===== config.mk =====
export PLATFORM = sky130hd
export DESIGN_NAME = mcu_spi_master_flat
export DESIGN_NICKNAME = d
export VERILOG_FILES = /design/src/rtl/mcu_spi_pkg.sv /design/src/rtl/mcu_spi_master_if.sv /design/src/rtl/sync_fall.sv /design/src/rtl/mcu_spi_master.sv /design/src/flat_wrapper.sv
export SDC_FILE = /design/constraint.sdc
export NUM_CORES = 1
export LEC_CHECK = 0
export CAP_MARGIN = 20
export CORE_AREA = 2 2 82 84
export DETAILED_ROUTE_END_ITERATION = 8
export DIE_AREA = 0 0 84 86
export PLACE_DENSITY = 0.7
export SKIP_LAST_GASP = 1
export SLEW_MARGIN = 0
export SYNTH_ARGS = -nofsm -noshare
export SYNTH_HDL_FRONTEND = slang
export SYNTH_SLANG_ARGS = --single-unit

===== constraint.sdc =====
create_clock -name clk -period 4.8 [get_ports clk]
set_input_delay 0.72 -clock clk [delete_from_list [all_inputs] [get_ports clk]]
set_output_delay 0.72 -clock clk [all_outputs]
set_load 0.05 [all_outputs]

===== src/rtl/mcu_spi_pkg.sv =====
// Shared types and widths for the MCU-link SPI initiator.
package mcu_spi_pkg;

  localparam int unsigned DIV_W = 8;
  localparam int unsigned GAP_W = 16;

  typedef enum logic [2:0] {
    StIdle,
    StShiftLo,
    StShiftHi,
    StWait,
    StHold,
    StGap
  } state_t;

endpackage


===== src/rtl/mcu_spi_master_if.sv =====
// Full-duplex byte stream between a client and the SPI initiator.
interface mcu_spi_master_if;

  logic       tx_valid;
  logic       tx_ready;
  logic [7:0] tx_data;
  logic       tx_last;
  logic       rx_valid;
  logic [7:0] rx_data;

  // Client side drives bytes in and collects received bytes.
  modport master (
    output tx_valid, tx_data, tx_last,
    input  tx_ready, rx_valid, rx_data
  );

  // The SPI initiator itself.
  modport slave (
    input  tx_valid, tx_data, tx_last,
    output tx_ready, rx_valid, rx_data
  );

endinterface


===== src/rtl/sync_fall.sv =====
// Two-flop synchroniser preset to 1, with a one-cycle pulse on the synchronised falling edge.
module sync_fall (
  input  logic clk,
  input  logic reset_n,
  input  logic d_i,
  output logic q_o,
  output logic fall_o
);

  logic s1_q, s2_q, fall_q;

  always_ff @(posedge clk or negedge reset_n) begin
    if (!reset_n) begin
      s1_q   <= 1'b1;
      s2_q   <= 1'b1;
      fall_q <= 1'b0;
    end else begin
      s1_q   <= d_i;
      s2_q   <= s1_q;
      // Fires in the same cycle s2_q first reads low.
      fall_q <= s2_q & ~s1_q;
    end
  end

  assign q_o    = s2_q;
  assign fall_o = fall_q;

endmodule


===== src/rtl/mcu_spi_master.sv =====
// Mode-0 SPI initiator for the MCU link: byte stream in/out, csn framing on tx_last, intn watch.
module mcu_spi_master
  import mcu_spi_pkg::*;
#(
  parameter int unsigned DIV = 2,
  parameter int unsigned GAP = 2
) (
  input  logic               clk,
  input  logic               reset_n,
  mcu_spi_master_if.slave    stream,
  output logic               busy,
  output logic               spi_sclk,
  output logic               spi_csn,
  output logic               spi_mosi,
  input  logic               spi_miso,
  input  logic               spi_intn,
  output logic               irq,
  output logic               intn_sync
);

  localparam logic [DIV_W-1:0] HP_LOAD  = DIV_W'(DIV - 1);
  localparam logic [GAP_W-1:0] GAP_LOAD = GAP_W'(GAP * DIV - 1);

  state_t           state_q, state_d;
  logic [DIV_W-1:0] hp_cnt_q, hp_cnt_d;
  logic [2:0]       bit_cnt_q, bit_cnt_d;
  logic [GAP_W-1:0] gap_cnt_q, gap_cnt_d;
  logic [6:0]       tx_sh_q, tx_sh_d;
  logic [6:0]       rx_sh_q, rx_sh_d;
  logic             last_q, last_d;
  logic             sclk_q, sclk_d;
  logic             csn_q, csn_d;
  logic             mosi_q, mosi_d;
  logic             rx_valid_q, rx_valid_d;
  logic [7:0]       rx_data_q, rx_data_d;
  logic             tx_ready;
  logic             accept;

  assign tx_ready = (state_q == StIdle) || (state_q == StWait);
  assign accept   = stream.tx_valid && tx_ready;

  always_comb begin
    state_d    = state_q;
    hp_cnt_d   = hp_cnt_q;
    bit_cnt_d  = bit_cnt_q;
    gap_cnt_d  = gap_cnt_q;
    tx_sh_d    = tx_sh_q;
    rx_sh_d    = rx_sh_q;
    last_d     = last_q;
    sclk_d     = sclk_q;
    csn_d      = csn_q;
    mosi_d     = mosi_q;
    rx_valid_d = 1'b0;
    rx_data_d  = rx_data_q;

    unique case (state_q)
      StIdle, StWait: begin
        if (accept) begin
          tx_sh_d   = stream.tx_data[6:0];
          last_d    = stream.tx_last;
          mosi_d    = stream.tx_data[7];
          csn_d     = 1'b0;
          sclk_d    = 1'b0;
          hp_cnt_d  = HP_LOAD;
          bit_cnt_d = 3'd0;
          state_d   = StShiftLo;
        end
      end
      StShiftLo: begin
        if (hp_cnt_q == '0) begin
          sclk_d   = 1'b1;
          hp_cnt_d = HP_LOAD;
          state_d  = StShiftHi;
        end else begin
          hp_cnt_d = hp_cnt_q - 1'b1;
        end
      end
      StShiftHi: begin
        if (hp_cnt_q == '0) begin
          // Sample at the end of the high phase so the target has the whole phase to settle.
          rx_sh_d   = {rx_sh_q[5:0], spi_miso};
          sclk_d    = 1'b0;
          hp_cnt_d  = HP_LOAD;
          bit_cnt_d = bit_cnt_q + 3'd1;
          if (bit_cnt_q != 3'd7) begin
            mosi_d  = tx_sh_q[6];
            tx_sh_d = {tx_sh_q[5:0], 1'b0};
            state_d = StShiftLo;
          end else begin
            rx_valid_d = 1'b1;
            rx_data_d  = {rx_sh_q, spi_miso};
            state_d    = last_q ? StHold : StWait;
          end
        end else begin
          hp_cnt_d = hp_cnt_q - 1'b1;
        end
      end
      StHold: begin
        if (hp_cnt_q == '0) begin
          csn_d     = 1'b1;
          gap_cnt_d = GAP_LOAD;
          state_d   = StGap;
        end else begin
          hp_cnt_d = hp_cnt_q - 1'b1;
        end
      end
      StGap: begin
        if (gap_cnt_q == '0) begin
          state_d = StIdle;
        end else begin
          gap_cnt_d = gap_cnt_q - 1'b1;
        end
      end
      default: state_d = StIdle;
    endcase
  end

  always_ff @(posedge clk or negedge reset_n) begin
    if (!reset_n) begin
      state_q    <= StIdle;
      hp_cnt_q   <= '0;
      bit_cnt_q  <= '0;
      gap_cnt_q  <= '0;
      tx_sh_q    <= '0;
      rx_sh_q    <= '0;
      last_q     <= 1'b0;
      sclk_q     <= 1'b0;
      csn_q      <= 1'b1;
      mosi_q     <= 1'b0;
      rx_valid_q <= 1'b0;
      rx_data_q  <= '0;
    end else begin
      state_q    <= state_d;
      hp_cnt_q   <= hp_cnt_d;
      bit_cnt_q  <= bit_cnt_d;
      gap_cnt_q  <= gap_cnt_d;
      tx_sh_q    <= tx_sh_d;
      rx_sh_q    <= rx_sh_d;
      last_q     <= last_d;
      sclk_q     <= sclk_d;
      csn_q      <= csn_d;
      mosi_q     <= mosi_d;
      rx_valid_q <= rx_valid_d;
      rx_data_q  <= rx_data_d;
    end
  end

  assign stream.tx_ready = tx_ready;
  assign stream.rx_valid = rx_valid_q;
  assign stream.rx_data  = rx_data_q;
  assign busy            = (state_q != StIdle);
  assign spi_sclk        = sclk_q;
  assign spi_csn         = csn_q;
  assign spi_mosi        = mosi_q;

  sync_fall u_intn_sync (
    .clk     (clk),
    .reset_n (reset_n),
    .d_i     (spi_intn),
    .q_o     (intn_sync),
    .fall_o  (irq)
  );

endmodule


===== src/flat_wrapper.sv =====
// flat-port wrapper written by rule: the top's interface ports become plain ports
module mcu_spi_master_flat import mcu_spi_pkg::*;
#(
  parameter int unsigned DIV = 2,
  parameter int unsigned GAP = 2
)
  (clk, reset_n, busy, spi_sclk, spi_csn, spi_mosi, spi_miso, spi_intn, irq, intn_sync, stream_tx_valid, stream_tx_data, stream_tx_last, stream_tx_ready, stream_rx_valid, stream_rx_data);
  mcu_spi_master_if stream_i ();
  input  logic clk;
  input  logic reset_n;
  output logic busy;
  output logic spi_sclk;
  output logic spi_csn;
  output logic spi_mosi;
  input  logic spi_miso;
  input  logic spi_intn;
  output logic irq;
  output logic intn_sync;
  input wire logic [$bits(stream_i.tx_valid)-1:0] stream_tx_valid;
  input wire logic [$bits(stream_i.tx_data)-1:0] stream_tx_data;
  input wire logic [$bits(stream_i.tx_last)-1:0] stream_tx_last;
  output wire logic [$bits(stream_i.tx_ready)-1:0] stream_tx_ready;
  output wire logic [$bits(stream_i.rx_valid)-1:0] stream_rx_valid;
  output wire logic [$bits(stream_i.rx_data)-1:0] stream_rx_data;
  assign stream_i.tx_valid = stream_tx_valid;
  assign stream_i.tx_data = stream_tx_data;
  assign stream_i.tx_last = stream_tx_last;
  assign stream_tx_ready = stream_i.tx_ready;
  assign stream_rx_valid = stream_i.rx_valid;
  assign stream_rx_data = stream_i.rx_data;
  mcu_spi_master #(.DIV(DIV), .GAP(GAP)) u_core (.clk(clk), .reset_n(reset_n), .stream(stream_i), .busy(busy), .spi_sclk(spi_sclk), .spi_csn(spi_csn), .spi_mosi(spi_mosi), .spi_miso(spi_miso), .spi_intn(spi_intn), .irq(irq), .intn_sync(intn_sync));
endmodule

==> results of run 1 <==
-- report_power, final --
part | total [uW] | leakage [uW] | internal, uW | switching [uW]
Clock | 506 | 0.000110 | 295 | 211
Combinational | 557 | 0.000874 | 253 | 304
Sequential | 676 | 0.000788 | 592 | 84.4
-- through the flow --
stage | setup WS (ns) | instance area [um^2] | util [%]
after global routing | 1.85 | 3670 | 58.5
after CTS | 1.94 | 3670 | 58.5
after global placement | 2.34 | 3450 | 55.0
after detailed placement | 2.29 | 3450 | 55.0
final | 1.96 | 3670 | 58.5
after floorplan | 2.68 | 3110 | -
-- final timing paths --
path	from	end	slack, ns	cells past startpoint
worst min register to register	u_core.u_intn_sync.s1_q	u_core.u_intn_sync.q_o	0.37	0
worst max-delay path	u_core.state_q[0]	stream_tx_ready	1.96	3
worst max register to register	u_core.state_q[2]	u_core.stream.rx_data[7]	2.31	4
worst min-delay path	u_core.u_intn_sync.s1_q	u_core.u_intn_sync.q_o	0.37	0
min in group asynchronous	reset_n	u_core.stream.rx_valid	0.52	2
max in group asynchronous	reset_n	u_core.hp_cnt_q[0]	3.78	2
-- cell type report --
class	instances	area, um^2
clock buffers	9	124
clock inverters	7	98.8
fillers	498	2600
inverters	10	37.5
multi-input cells	192	1520
flip-flops and latches	60	1510
well taps	77	96.3
repair buffers	30	293
-- flip-flops by register name, summed over array words and instances, names as in the netlist --
| signal | cells |
|---|---|
| u_core.gap_cnt_q | 16 |
| u_core.hp_cnt_q | 8 |
| u_core.stream.rx_data | 8 |
| u_core.rx_sh_q | 7 |
| u_core.tx_sh_q | 7 |
| u_core.bit_cnt_q | 3 |
| u_core.state_q | 3 |
| u_core.last_q | 1 |
| u_core.spi_csn | 1 |
| u_core.spi_mosi | 1 |
| u_core.spi_sclk | 1 |
| u_core.stream.rx_valid | 1 |
| u_core.u_intn_sync.fall_o | 1 |
| u_core.u_intn_sync.q_o | 1 |
| u_core.u_intn_sync.s1_q | 1 |
-- cells in the mapped netlist, drive strengths merged, types with 4 or more instances --
cell type  instances
nor2              14
a31oi              5
mux2              32
nor2b              4
nand3             15
nand4              6
or3                4
nand2             21
mux2i             13
dfrtp             57
ha                 5
a21oi             10
buf                7
nor3               8
inv               10
o21ai              4
-- cells by family (layout without fill, tap and decap cells) --
logic type | after synthesis | in the layout | share of synthesized area (%)
muxes | 45 | 45 | 17.6
AOI/OAI and AO/OA | 42 | 42 | 10.0
xor gates and xnor gates | 4 | 4 | 1.13
DFF | 60 | 60 | 48.4
adders and majority gates | 5 | 5 | 2.01
and+or+nand+nor | 96 | 96 | 18.1
buffers and inverters | 20 | 56 | 2.81
-- worst max-delay path: stages (launching register included) --
cell	delay, ns
dfrtp_1	0.52
xor2_1	0.25
nor2_1	0.18
clkdlybuf4s50_1	0.83
-- per-layer routing --
metal	vias to the layer above	wire length [um]	part of all wire [%]
met5	-	0	0
met4	0	131	2.3
met3	9	172	3.0
met2	39	2630	46
met1	1076	2810	49
li1	1064	-	-
==> results.md, run 1 <==
- The flow ran to the end, and the final reports show no timing, DRC or antenna violations.
- The number of standard cells after synthesis is around 270.
- The H-tree generated during clock tree synthesis spans 3 levels.
- The overall routed net length is 5.74 mm.
- By area the synthesized netlist is led by dfrtp_1 46%, mux2_4 7.2%, mux2_1 4.7%.
- Synthesis produced a netlist with a net count of 291.
- Of the available clock period, the critical path in the final layout requires about three fifths.
- The fraction of layout cells with a size suffix above 1 is roughly 17%.
- met2 is the most crowded layer.
- The leakage dissipation is about 0.0018 uW.
- Across all layers, the routed design uses between 2000 and 2500 vias.
- The post-route DRC violation count is 0.
- The number of pins exceeding their max-slew limit in the final report is 0.
- Setup repair after global routing left no endpoint under its margin.
- The met1 capacity usage during global routing is 23.9%.
- In this run the remaining antenna-violating nets after routing total 0.
- For the worst setup path, the data arrival time is roughly 2.1 ns.
- The total instance count after detailed placement is 369.
- The final count of hold timing violations is 0.
- Counting the buffers created by CTS gives 9.
- The total track usage is approximately 18%.
- The total of cells resized after clock tree synthesis is 0.
- The die area is slightly above 7000 um^2.
- The count of hold-fix buffers inserted at cts is 0.
- The sort of element at the start of the critical path is a register.
- The min-delay analysis places its worst path in the category register to register.
- In the final routed layout, each cell accounts on average for 14.9 um.
- The clock slew at the register clock pins of the worst setup and hold paths is approximately 0.070 ns.
- Setup violations remaining at the end of the flow were counted as 0.
- The worst relative slew slack is 50.6%.
- In this run, synthesis produced a sequential element count of 60.
- Sequential elements use 48.4% of the synthesized area.
- The number of nets in the final layout is approximately 320.
- The cell row count is 29.
- The tool flagged a number of max-cap violations equal to 0.
- The number of antenna violations at the first check in global routing is 0.
- CTS saw 60 sinks.
- The clock period could shrink to 2.84 ns.
- dfrtp_1 takes more of the synthesized area than any other cell.
- The fraction of met2 tracks used by global routing is a little over a quarter.
- The antenna diode count is 0.
- The maximum number of pins on one net before global-route repair is just over 60.
- Dividing the detail-routed via count by the number of cells gives between 5 and 6.
- The initial utilization of the core area, before any placement, comes to around half.
- During I/O placement, the number of pins put on the boundary was 30.
- The first-pass detailed-route iteration total is 4.
- The synthesized design contains 0 enable-type register cells.
- The average footprint of a synthesized cell is 11.4 um^2.
- The count of different cell masters after synthesis is 63.
- The worst-case vdd ir drop is between 0.0002 and 0.0003 V.
- From left edge to right edge, the die measures between 80 and 90 um.
- The core outline area is roughly 6300 um^2.
- Summed over all layers, the global routing overflow is 0.
- Leaving out fill and tap cells, the most frequent cells in the layout are 57 x dfrtp_1, 28 x clkdlybuf4s50_1, 19 x nand2_1.
- The maximum fanout count along the critical path is 14.
- At the pin with the least slew margin, the transition time is ~0.74 ns.
- The buffer levels on the longest clock path is 2.
- The root cell of the clock tree is clkbuf_8.
- The design draws 1740 uW.
- Power spread over the standard cell area amounts to roughly 470 nW/um^2.
- The sum of net half-perimeters after detailed placement is between 3 and 4 mm.
- The sum of negative setup slack is 0 ns.
- After clock tree synthesis, the setup repair step added 0 buffers.
- The library cell used most frequently in the layout, excluding fill and tap cells, is dfrtp_1.
- Timing would allow up to about 0.35 GHz.
- The critical path in this run is classified as register to output pin.
- After synthesis, the largest area contributor takes up approximately 46% of total cell area.
- The total of warnings raised by yosys is 0.
- Hold is met by 0.367 ns.
- Across the routed clock network, the largest skew measured is roughly 0.015 ns.
- The clock tree from TritonCTS is done.
- The global-route wire length before repair is 10.1 mm.
- The clock latency at the later pin of the worst-skew pair is ~0.34 ns.
- The met3 layer usage reported by global route is between 3 and 4%.
- The post-synthesis to final-layout area growth is 18.0%.
- The vertical die dimension is about 86 um.
- The async set-or-reset flop fraction in the synthesized netlist is 100%.
- STA puts the critical path data required time at 4.08 ns.
- The final weighted congestion in routability-driven placement is roughly 0.84.
- The detailed router finished its first iteration with around 110 violations.
- For this run, the leading register cell type out of synthesis is dfrtp_1.
- STA classifies the critical path endpoint as an output pin.
- The post-synthesis cell area is approximately 3100 um^2.
- Port buffering added 29 buffers.
- The number of global-route vias before repair is about 2100.
- For this run, the number of standard cells in the final layout without fillers is 385.
Note: power is estimated with default switching activity, not from simulation.
==> run 2: changes to the inputs <==
clock period = 2.8 ns   (was 4.8 ns; I/O delays follow)
==> results.md, run 2 (same netlist as run 1, synthesis figures left out) <==
- The flow ran to the end, and the final reports show no timing, DRC or antenna violations.
- The post-synthesis to final-layout area growth came to 18.0% (about the same).
- The area used by multi-input combinational logic was 1520 um^2 (unchanged).
- The count of hold-fix buffers inserted at cts is 0 (unchanged).
- The final-report setup violation count is 0 (unchanged).
- The number of inserted filler cells in the final layout came to 518 (+4.0%).
- The worst endpoint data arrival time is 2.16 ns (+0.04 ns).
- The final weighted congestion in routability-driven placement is 0.817 (-2.4%).
- The number of flip-flops under the largest register name is 16 (unchanged).
- The worst-case vdd ir drop is 0.000544 V (+85%).
- The sum of negative setup slack came to 0 ns (unchanged).
- The fraction of met2 tracks used by global routing is 27.0% (+0.44 points).
- Of the available clock period, the critical path in the final layout requires between 90% and 100%.
- The leakage dissipation came to 0.00178 uW (+0.57%).
- The post-route DRC violation count is 0 (unchanged).
- The maximum number of pins on one net before global-route repair came to 61 (unchanged).
- The effective utilization at floorplan is 49.6% (unchanged).
- The kind of critical path is register to output pin.
- The data required time of the critical path came to 2.38 ns (-1.70 ns).
- The total internal power came to 1860 uW (+63%).
- The number of global-route vias before repair is 2213 (+3.1%).
- The worst slack at placement is 0.509 ns (-1.78 ns).
- The net switching fraction of the power is 35.9% (+1.5 points).
- The number of cells in the finished layout apart from fillers is 388 (+0.78%).
- The vertical die dimension is 86 um (unchanged).
- The sum of net half-perimeters after detailed placement is 3.99 mm (+1.4%).
- The count of boundary I/O pins came to 30 (unchanged).
- The relative contribution of sequential cells to total power came to 40.0% (+1.1 points).
- The remaining antenna violation count is 0 (unchanged).
- The total area of sequential cells is 1510 um^2 (unchanged).
- The number of pins exceeding their max-slew limit in the final report is 0 (unchanged).
- The worst setup path is launched from a register.
- The antenna diode count came to 0 (unchanged).
- The H-tree level count is 3 (unchanged).
- The detailed-route vias per instance is 5.56 (-2.1%).
- The fraction of layout cells with a size suffix above 1 is 17.7% (+0.80 points).
- The largest clock skew in the final design was 0.0150 ns (-0.000214 ns).
- The post-CTS setup-driven buffer insertion count is 0 (unchanged).
- The number of antenna violations at the first check in global routing is 0 (unchanged).
- The worst relative slew slack is 49.1% (-1.5 points).
- The violation count after the first detailed-route iteration was 129 (+21%).
- The clock buffer count from CTS is 9 (unchanged).
- The total of cells resized after clock tree synthesis was 0 (unchanged).
- The number of nets in the final layout is 325 (+0.93%).
- Ranked by flip-flop count, first place goes to u_core.gap_cnt_q.
- The total instance count after detailed placement is 372 (+0.81%).
- The end-of-flow core utilization is 58.5% (about the same).
- The slew at the pin closest to its max-slew limit is 0.764 ns (+0.0228 ns).
- The ratio of total power to cell area is 792 nW/um^2 (+67%).
- The maximum fanout count along the critical path was 14 (unchanged).
- The top cell types in the final layout, fill and taps aside, are 57 x dfrtp_1, 28 x clkdlybuf4s50_1, 19 x nand2_1.
- Derived from the worst setup path, the maximum achievable clock frequency is a little under 0.4 GHz.
- The met3 layer usage reported by global route is 5.10% (+1.4 points).
- The endpoint type of the worst setup path is an output pin.
- The total track usage is 18.4% (+0.82 points).
- The first-pass detailed-route iteration total is 4 (unchanged).
- The clock latency at the later pin of the worst-skew pair is 0.35 ns (about the same).
- The overall overflow remaining after global route is 0 (unchanged).
- The buffer levels on the longest clock path is 2 (unchanged).
- The number of clock sinks is 60 (unchanged).
- The global-route wire length before repair is 10.5 mm (+4.2%).
- After layout, the minimum clock period comes to around 2.6 ns.
- The busiest layer in global routing is met2.
- Setup repair after global routing left no endpoint under its margin.
- The final worst-path setup slack is 0.220 ns (-1.74 ns).
- The die area is 7220 um^2 (unchanged).
- The cell row count is 29 (unchanged).
- The min-delay analysis places its worst path in the category primary input to asynchronous set/reset pin.
- The clock slew at the register clock pins of the worst setup and hold paths is 0.07 ns (about the same).
- The number of port buffers is 29 (unchanged).
- The routed wire length per instance is 15.4 um (+3.1%).
- The max-cap check violation count is 0 (unchanged).
- The combinational group share of total power is 33.1% (+1.1 points).
- The overall routed net length is 5.96 mm (+3.9%).
- The share of power burned in the clock network is 26.9% (-2.2 points).
- The final count of hold timing violations is 0 (unchanged).
- The number of vias after detailed routing was 2158 (-1.4%).
- The worst slack on hold paths was 0.228 ns (-0.138 ns).
- TritonCTS built the clock tree.
- The net switching power of the design is 1040 uW (+74%).
- The die width is 84 um (unchanged).
- The met1 capacity usage during global routing is 25.5% (+1.6 points).
- The library cell used most frequently in the layout, excluding fill and tap cells, is dfrtp_1.
- The core outline area is 6280 um^2 (unchanged).
- The root cell of the clock tree is clkbuf_8.
[run 2: changes by cell type in the layout (fill, tap and decap cells not counted), sizes merged]
cell	before	now
buf	2	5
clkinv	3	5
bufinv	2	1
clkinvlp	1	0
[run 2: final timing paths]
kind                       slack (ns)                endpoint  depth (start not counted)               startpoint
setup / recovery                 0.22         stream_tx_ready                          3        u_core.state_q[0]
hold / removal                   0.23  u_core.stream.rx_valid                          2                  reset_n
hold reg to reg                  0.37  u_core.u_intn_sync.q_o                          0  u_core.u_intn_sync.s1_q
max in group asynchronous        2.06      u_core.hp_cnt_q[0]                          2                  reset_n
min in group clk                 0.37  u_core.u_intn_sync.q_o                          0  u_core.u_intn_sync.s1_q
setup reg to reg                 0.53       u_core.rx_sh_q[1]                          4        u_core.state_q[1]
[run 2: per-layer routing]
layer,vias to the layer above,share of wire (%)
li1,1067,-
met1,1033,49
met2,50,46
met3,8,3.9
met4,0,1.4
met5,-,0
[run 2: power groups by stage]
stage                     sequential [uW]  clock, uW  combinational, uW
after detailed placement             1170          0                964
final                                1160        783                962
after global placement               1170          0                943
after global routing                 1190        852               1050
after floorplan                      1180          0                718
after CTS                            1160        810                967
[run 2: worst max-delay path, stage by stage, from the launching register on]
cell	delay, ns
dfrtp_1	0.53
xor2_1	0.26
nor2_1	0.21
clkdlybuf4s50_1	0.84
[run 2: cell type report]
| class | instances | share of cell area (%) |
|---|---|---|
| clock buffer | 9 | 3.37 |
| multi-input combinational | 192 | 41.4 |
| inverter | 10 | 1.02 |
| sequential | 60 | 41.0 |
| tap | 77 | 2.62 |
| clock inverter | 7 | 2.04 |
| timing repair buffer | 33 | 8.58 |
[run 2: through the flow]
step | total power [uW] | instance area [um^2]
floorplan | 1890 | 3110
global placement | 2110 | 3470
detailed placement | 2140 | 3470
CTS | 2930 | 3670
global route | 3090 | 3670
finish | 2910 | 3670
